[src/rtl/gpio_pad_cfg_seq.sv]
// gpio_pad_cfg_seq
//   Per-pad GPIO configuration bank with a staged-apply sequencer, sitting
//   between the SoC core and the openframe pad-control wrapper.
//
//   The core reads and writes per-pad shadow words over a valid/ready port.
//   An apply pulse copies the shadow bank into the live pad-control outputs,
//   one pad per clock, so that pads never all switch on the same edge.
//
// Ports
//   clk, resetb        core clock, synchronous active-low reset
//   cfg_valid/ready    request handshake (accepted when both are high)
//   cfg_we             1 = write shadow[cfg_addr], 0 = read it
//   cfg_addr           pad index (out-of-range writes ignored, reads give 0)
//   cfg_wdata          12-bit pad configuration word
//   cfg_rdata/rvalid   read data and its one-cycle strobe
//   apply_start        pulse that begins a staged apply (IDLE only)
//   apply_busy         high while the sequencer is in APPLY or DONE
//   apply_done         one-cycle pulse at the end of an apply
//   gpio_*             live per-pad control vectors, one bit per pad
//
// Word layout: [2:0] dm, [3] oeb, [4] inp_dis, [5] ib_mode_sel,
//   [6] vtrip_sel, [7] slow_sel, [8] holdover, [9] analog_en,
//   [10] analog_sel, [11] analog_pol.

module gpio_pad_cfg_seq #(
  parameter int NPADS = 44,
  parameter int IDX_W = 6
) (
  input  logic             clk,
  input  logic             resetb,
  input  logic             cfg_valid,
  output logic             cfg_ready,
  input  logic             cfg_we,
  input  logic [IDX_W-1:0] cfg_addr,
  input  logic [11:0]      cfg_wdata,
  output logic [11:0]      cfg_rdata,
  output logic             cfg_rvalid,
  input  logic             apply_start,
  output logic             apply_busy,
  output logic             apply_done,
  output logic [NPADS-1:0] gpio_dm2,
  output logic [NPADS-1:0] gpio_dm1,
  output logic [NPADS-1:0] gpio_dm0,
  output logic [NPADS-1:0] gpio_oeb,
  output logic [NPADS-1:0] gpio_inp_dis,
  output logic [NPADS-1:0] gpio_ib_mode_sel,
  output logic [NPADS-1:0] gpio_vtrip_sel,
  output logic [NPADS-1:0] gpio_slow_sel,
  output logic [NPADS-1:0] gpio_holdover,
  output logic [NPADS-1:0] gpio_analog_en,
  output logic [NPADS-1:0] gpio_analog_sel,
  output logic [NPADS-1:0] gpio_analog_pol
);

  // Safe pad default: digital input (dm=001), output buffer disabled.
  localparam logic [11:0]      DEF      = 12'h009;
  localparam logic [IDX_W:0]   NPADS_X  = (IDX_W+1)'(NPADS);
  localparam logic [IDX_W-1:0] LAST_IDX = IDX_W'(NPADS - 1);

  typedef enum logic [1:0] {IDLE, APPLY, DONE} state_t;

  state_t           state;
  state_t           state_nxt;
  logic [IDX_W-1:0] idx;
  logic [11:0]      shadow [NPADS];
  logic [11:0]      live   [NPADS];
  logic             accept;
  logic             addr_ok;

  assign accept  = cfg_valid & cfg_ready;
  // One extra bit so the compare still works when NPADS == 2**IDX_W.
  assign addr_ok = ({1'b0, cfg_addr} < NPADS_X);

  // Next-state logic. apply_start is only looked at in IDLE, so a pulse
  // arriving during an apply is simply dropped rather than queued.
  always_comb begin
    state_nxt = state;
    case (state)
      IDLE:    if (apply_start) state_nxt = APPLY;
      APPLY:   if (idx == LAST_IDX) state_nxt = DONE;
      DONE:    state_nxt = IDLE;
      default: state_nxt = IDLE;
    endcase
  end

  // State, pad index and the registered ready flag. Ready is derived from
  // the next state, so it drops on the same edge the apply begins and rises
  // on the edge that returns to IDLE.
  always_ff @(posedge clk) begin
    if (!resetb) begin
      state     <= IDLE;
      idx       <= '0;
      cfg_ready <= 1'b0;
    end else begin
      state     <= state_nxt;
      cfg_ready <= (state_nxt == IDLE);
      if (state == APPLY) idx <= idx + 1'b1;
      else                idx <= '0;
    end
  end

  // Shadow bank. Requests cannot be accepted outside IDLE, which keeps the
  // bank frozen while it is being copied.
  always_ff @(posedge clk) begin
    if (!resetb) begin
      for (int k = 0; k < NPADS; k++) shadow[k] <= DEF;
    end else if (accept && cfg_we && addr_ok) begin
      shadow[cfg_addr] <= cfg_wdata;
    end
  end

  // Live bank: exactly one pad is copied per APPLY cycle. Reset restores
  // every pad, so an interrupted apply leaves nothing half-applied.
  always_ff @(posedge clk) begin
    if (!resetb) begin
      for (int k = 0; k < NPADS; k++) live[k] <= DEF;
    end else if (state == APPLY) begin
      live[idx] <= shadow[idx];
    end
  end

  // Read path: data appears one cycle after acceptance and is zero at any
  // other time, including reads of nonexistent pads.
  always_ff @(posedge clk) begin
    if (!resetb) begin
      cfg_rvalid <= 1'b0;
      cfg_rdata  <= '0;
    end else begin
      cfg_rvalid <= accept && !cfg_we;
      if (accept && !cfg_we && addr_ok) cfg_rdata <= shadow[cfg_addr];
      else                              cfg_rdata <= '0;
    end
  end

  assign apply_busy = (state != IDLE);
  assign apply_done = (state == DONE);

  // Fan the live words out into the per-field pad vectors.
  for (genvar k = 0; k < NPADS; k++) begin : g_pad
    assign gpio_dm0[k]         = live[k][0];
    assign gpio_dm1[k]         = live[k][1];
    assign gpio_dm2[k]         = live[k][2];
    assign gpio_oeb[k]         = live[k][3];
    assign gpio_inp_dis[k]     = live[k][4];
    assign gpio_ib_mode_sel[k] = live[k][5];
    assign gpio_vtrip_sel[k]   = live[k][6];
    assign gpio_slow_sel[k]    = live[k][7];
    assign gpio_holdover[k]    = live[k][8];
    assign gpio_analog_en[k]   = live[k][9];
    assign gpio_analog_sel[k]  = live[k][10];
    assign gpio_analog_pol[k]  = live[k][11];
  end

endmodule

[config.mk]
export PLATFORM = sky130hd
export DESIGN_NAME = gpio_pad_cfg_seq
export DESIGN_NICKNAME = d
export VERILOG_FILES = /design/src/rtl/gpio_pad_cfg_seq.sv
export SDC_FILE = /design/constraint.sdc
export NUM_CORES = 2
export LEC_CHECK = 0
export ABC_AREA = 1
export CORE_AREA = 3 3 470 356
export CTS_CLUSTER_DIAMETER = 120
export DETAILED_ROUTE_END_ITERATION = 7
export DIE_AREA = 0 0 473 359
export MAX_ROUTING_LAYER = met4
export PLACE_DENSITY_LB_ADDON = 0.12
export SYNTH_ARGS = -nofsm -noshare
export SYNTH_HDL_FRONTEND = slang
export SYNTH_SLANG_ARGS = --single-unit
[constraint.sdc]
create_clock -name clk -period 5.5 [get_ports clk]
set_clock_uncertainty 0.15 [all_clocks]
set_input_delay 0.825 -clock clk [delete_from_list [all_inputs] [get_ports clk]]
set_output_delay 0.825 -clock clk [all_outputs]
set_load 0.02 [all_outputs]
# Word-level counts from Yosys, hierarchy flattened
# Memories as Yosys holds them, arrays and structs flattened. A register that Yosys moved wholly into a read port is not among the register bits.
# Cells that the tools add are included.
# Widths: inputs -> output; s select.
[op_classes]
n_addsub = 1
magnitude_cmp = 1
eq_ne = 3
mux = 17
bitwise = 1
n_reduce_logical = 13
[ops]
columns = ["cell", "count"]
rows = [
  ["$mux 12", 2],
  ["$reduce_or 12->1", 2],
  ["$mux 6", 3],
  ["$mux 1", 9],
  ["$add 6x1->6 const B", 1],
  ["$eq 6x6->1 const B", 1],
  ["$lt 6x6->1 const B", 1],
  ["$logic_and 1x1->1", 4],
  ["$logic_not 2->1", 2],
  ["$mux 2", 2],
  ["$pmux 2 s2", 1],
  ["$reduce_and 2->1", 2],
  ["$eq 2x1->1 const B", 1],
  ["$eq 2x2->1 const B", 1],
  ["$logic_not 1->1", 2],
  ["$reduce_bool 2->1", 1],
  ["$and 1x1->1", 1],
]
[totals]
reg_bits = 10
ram_bits = 1056
inputBits = 23
output_inout_bits = 544
word_cells = 42
memories = 2
[mem_list]
columns = ["memory", "words", "word_bits", "rd", "rd_clocked_by_memory_dff", "write_ports", "line", "rtl"]
rows = [
  ["live", 44, 12, 44, 0, 44, "66", "logic [11:0] live [NPADS];"],
  ["shadow", 44, 12, 2, 2, 44, "65", "logic [11:0] shadow [NPADS];"],
]

# Depth between registers and ports, before layout
[logic_depth]
word_depth = 8
depth_mapped = 16
mapped_depth_nobuf = 13

# Least setup slack after synthesis
# No wires, ideal clock.
[synth_path]
kind = "input port to flip-flop"
startpoint = "in cfg_addr[0]"
endpoint = "mem shadow[10][0], enable pin"
setup_ps = 350
arrival_time_ps = 2359
required_ps = 5000
setup_slack_ps = 2641
path_stages = 10
n_path_buf = 5
path_cell_list = "buf_2 -> buf_6 -> inv_2 -> buf_4 -> buf_2 -> nand4_2 -> nor2_1 -> inv_2 -> buf_2 -> nand2_1"
[synth_rtl]
columns = ["item", "line", "rtl"]
rows = [
  ["from (decl)", "34", "input logic [IDX_W-1:0] cfg_addr,"],
  ["to (decl)", "65", ""],
]

==> metrics.txt <==
Min Hold Slack=about 400 ps; max-slew violation count=0; final wirelength=approximately 250000 µm; Tcrit/Tclk final=0.8238; Hold Crit Depth=3; RSZ-0062 raised after global routing=no; Tot GR Track Use=0.2996; worst r2r dst=live[41][7]$_SDFFCE_PN0P_; min Tclk post-route=between 4000 and 5000 ps; Power Density=between 300 and 400 nW/µm²; Core Footprint=162400 µm²; WL/cell=24.85 µm; layout net count=7975; P_leak=33.58 nW; Rows=between 100 and 150; final setup vio count=0; htree depth=4; R2R Path Start=idx[2]$_SDFF_PN0_; RePlAce Congestion=0.9513; gr ovfl total=0; vias=53680; max_slew headroom=0.2385; Multi-input gate area=approximately 21000 µm²; critical path startpoint category=flip-flop; r2r setup slk=970 ps; vias in the first global route=about 48000; Hold-fix buffers, CTS=0; CTS Root Cell=clkbuf_16; Gate Count Post-Synth=between 7000 and 8000; Util after Layout=0.4762; Worst Reg-to-Reg Cells=8; area post-placement=72790 µm²; post-place setup slack=872.2 ps; layout cells sized above 1=0.06734; maxcap violations=0; Worst-Skew Late Latency=between 700 and 800 ps; pin count of the biggest net entering global routing=approximately 180; Max rail drop VDD=0.0003035 V; ANT nets after route=0; Yosys cell types=36; Sink Count=about 1300; Post-CTS Setup Bufs=0; Seq/Total Area, Yosys=0.6043; vias per cell=~5.3; Syn. warnings=0; setup ws final=between 900 and 1000 ps; Max Root-Sink Buffers=3; # port buffers=566; min-delay src=resetb; post-synthesis cell area=65130 µm²; crit end category=flip-flop; CP Data Arrival Time=4780 ps; Die Wd=~470 µm; setup tns final=0 ps; initial antenna violation count=5; critical path peak fanout=32; CTS clk-pin slew, worst paths=60 ps; Worst Max-Slew Pin Slew=roughly 1100 ps; WP data required=5750 ps; register area=around 40000 µm²; CTS Buf Count=between 100 and 150; first-pass GRT wire length=355600 µm; final non-filler cell area=77340 µm²; # DRC=0; DR iter-0 viols=between 6000 and 7000; FMAX=220.7 MHz; Filler cells=roughly 16000; Top-Level Pins=567; #FFs+latches synth=about 1300; worst min path class=in2reg; Hold Vio Cnt, Final=0; die area=169800 µm²; CTS tree=built; post-CTS resize count=0; DP HPWL=170400 µm; Mapped Avg Cell Area=8.838 µm²; hold path endpoint=state[0]$_SDFF_PN0_; Vert. Die Dim=359 µm; area grow syn2layout=18.74%; Initial Util=0.4010; outcome=finished clean; First-pass DRT Iterations=8; crit path kind=reg2reg
-- sequential cells by signal, indices dropped and copies added, names as in the netlist --
register,flops
shadow,768
live,528
cfg_rdata,12
idx,6
state,2
cfg_ready,1
cfg_rvalid,1
-- worst max path at each step --
stage | slack [ps] | endpoint | cells past startpoint | from
2_1_floorplan | 2640 | shadow[10][0]$_SDFFCE_PN1P_ | 10 | cfg_addr[0]
3_3_place_gp | 960 | shadow[18][2]$_SDFFCE_PN0P_ | 12 | cfg_addr[4]
3_5_place_dp | 870 | shadow[2][8]$_SDFFCE_PN0P_ | 12 | cfg_addr[4]
4_1_cts | 1040 | live[41][9]$_SDFFCE_PN0P_ | 8 | idx[2]$_SDFF_PN0_
5_1_grt | 910 | live[21][9]$_SDFFCE_PN0P_ | 11 | idx[2]$_SDFF_PN0_
6_report | 970 | live[41][7]$_SDFFCE_PN0P_ | 8 | idx[2]$_SDFF_PN0_
-- through the flow --
step,power (mW),std cells
after global placement,14.33,9953
after detailed placement,14.34,9953
final,23.78,10210
after floorplan,13.20,7608
after CTS,23.86,10210
after global routing,24.47,10210
-- logic make-up (layout without fill, tap and decap cells) --
group,after synthesis,count (layout),share of synthesized area
other cells,1,244,0.00005758
simple gates,4092,4092,0.2491
fa+ha+maj,1,1,0.0001921
compound gates,688,688,0.05856
flops,1318,1318,0.6043
xor+xnor,1,1,0.0001345
buf+inv,1268,1724,0.08766
-- power by group --
| part | switching (mW) | leakage [nW] | internal, mW |
|---|---|---|---|
| sequential | 0.210 | 12.7 | 11.5 |
| combinational | 1.83 | 18.6 | 0.662 |
| clock | 4.23 | 2.22 | 5.37 |
| total | 6.27 | 33.6 | 17.5 |
-- final cells by class --
type | instances | share of cell area
tap | 2145 | 0.03470
timing repair buffer | 670 | 0.08693
inverter | 798 | 0.03922
clock inverter | 80 | 0.009464
clock buffer | 176 | 0.04920
sequential | 1318 | 0.5090
antenna | 4 | 0.0001294
multi-input combinational | 5022 | 0.2714
-- critical path, cell delays in order (launching register included) --
cell and delay, ps:
dfxtp_2 630, nor2_8 740, buf_4 380, nand2_1 260
nor2_1 310, inv_2 220, nor2_2 680, inv_2 180
nand2_1 550
-- cells in the final DEF (no fill, tap or decap), types with 28 or more instances in the layout --
master and count:
a21oi_1 155, a21oi_2 50, buf_4 84, clkbuf_16 145
clkdlybuf4s50_1 562, clkinv_1 28, clkinv_2 32, conb_1 240
edfxtp_1 1296, inv_1 716, inv_2 63, nand2_1 3000
nand3_1 210, nand4_1 55, nor2_1 717, nor2_2 52
o211ai_1 72, o21ai_0 372, o21ai_1 38
-- cells in the mapped netlist, drive strengths merged --
cell | number | share of area
conb | 1 | 0.000058
clkbuf | 141 | 0.0081
edfxtp | 1296 | 0.60
o211ai | 72 | 0.0083
nor3 | 19 | 0.0016
or2 | 1 | 0.000096
inv | 786 | 0.045
nand2 | 3010 | 0.17
o21ai | 410 | 0.032
nor2 | 785 | 0.049
dfxtp | 22 | 0.0068
xor2 | 1 | 0.00013
clkinv | 12 | 0.00069
a21boi | 1 | 0.00012
nand3 | 218 | 0.018
a21oi | 205 | 0.019
buf | 329 | 0.033
ha | 1 | 0.00019
nand4 | 59 | 0.0061
-- per-layer routing --
metal	part of all wire	up-vias	wire, µm	track usage
li1	-	24440	-	-
met1	0.42	25980	105800	0.4120
met2	0.43	2823	110300	0.4329
met3	0.11	445	27790	0.07191
met4	0.039	0	9846	0.1042
met5	0	-	0	-
Power figures use the tool's default switching activity.
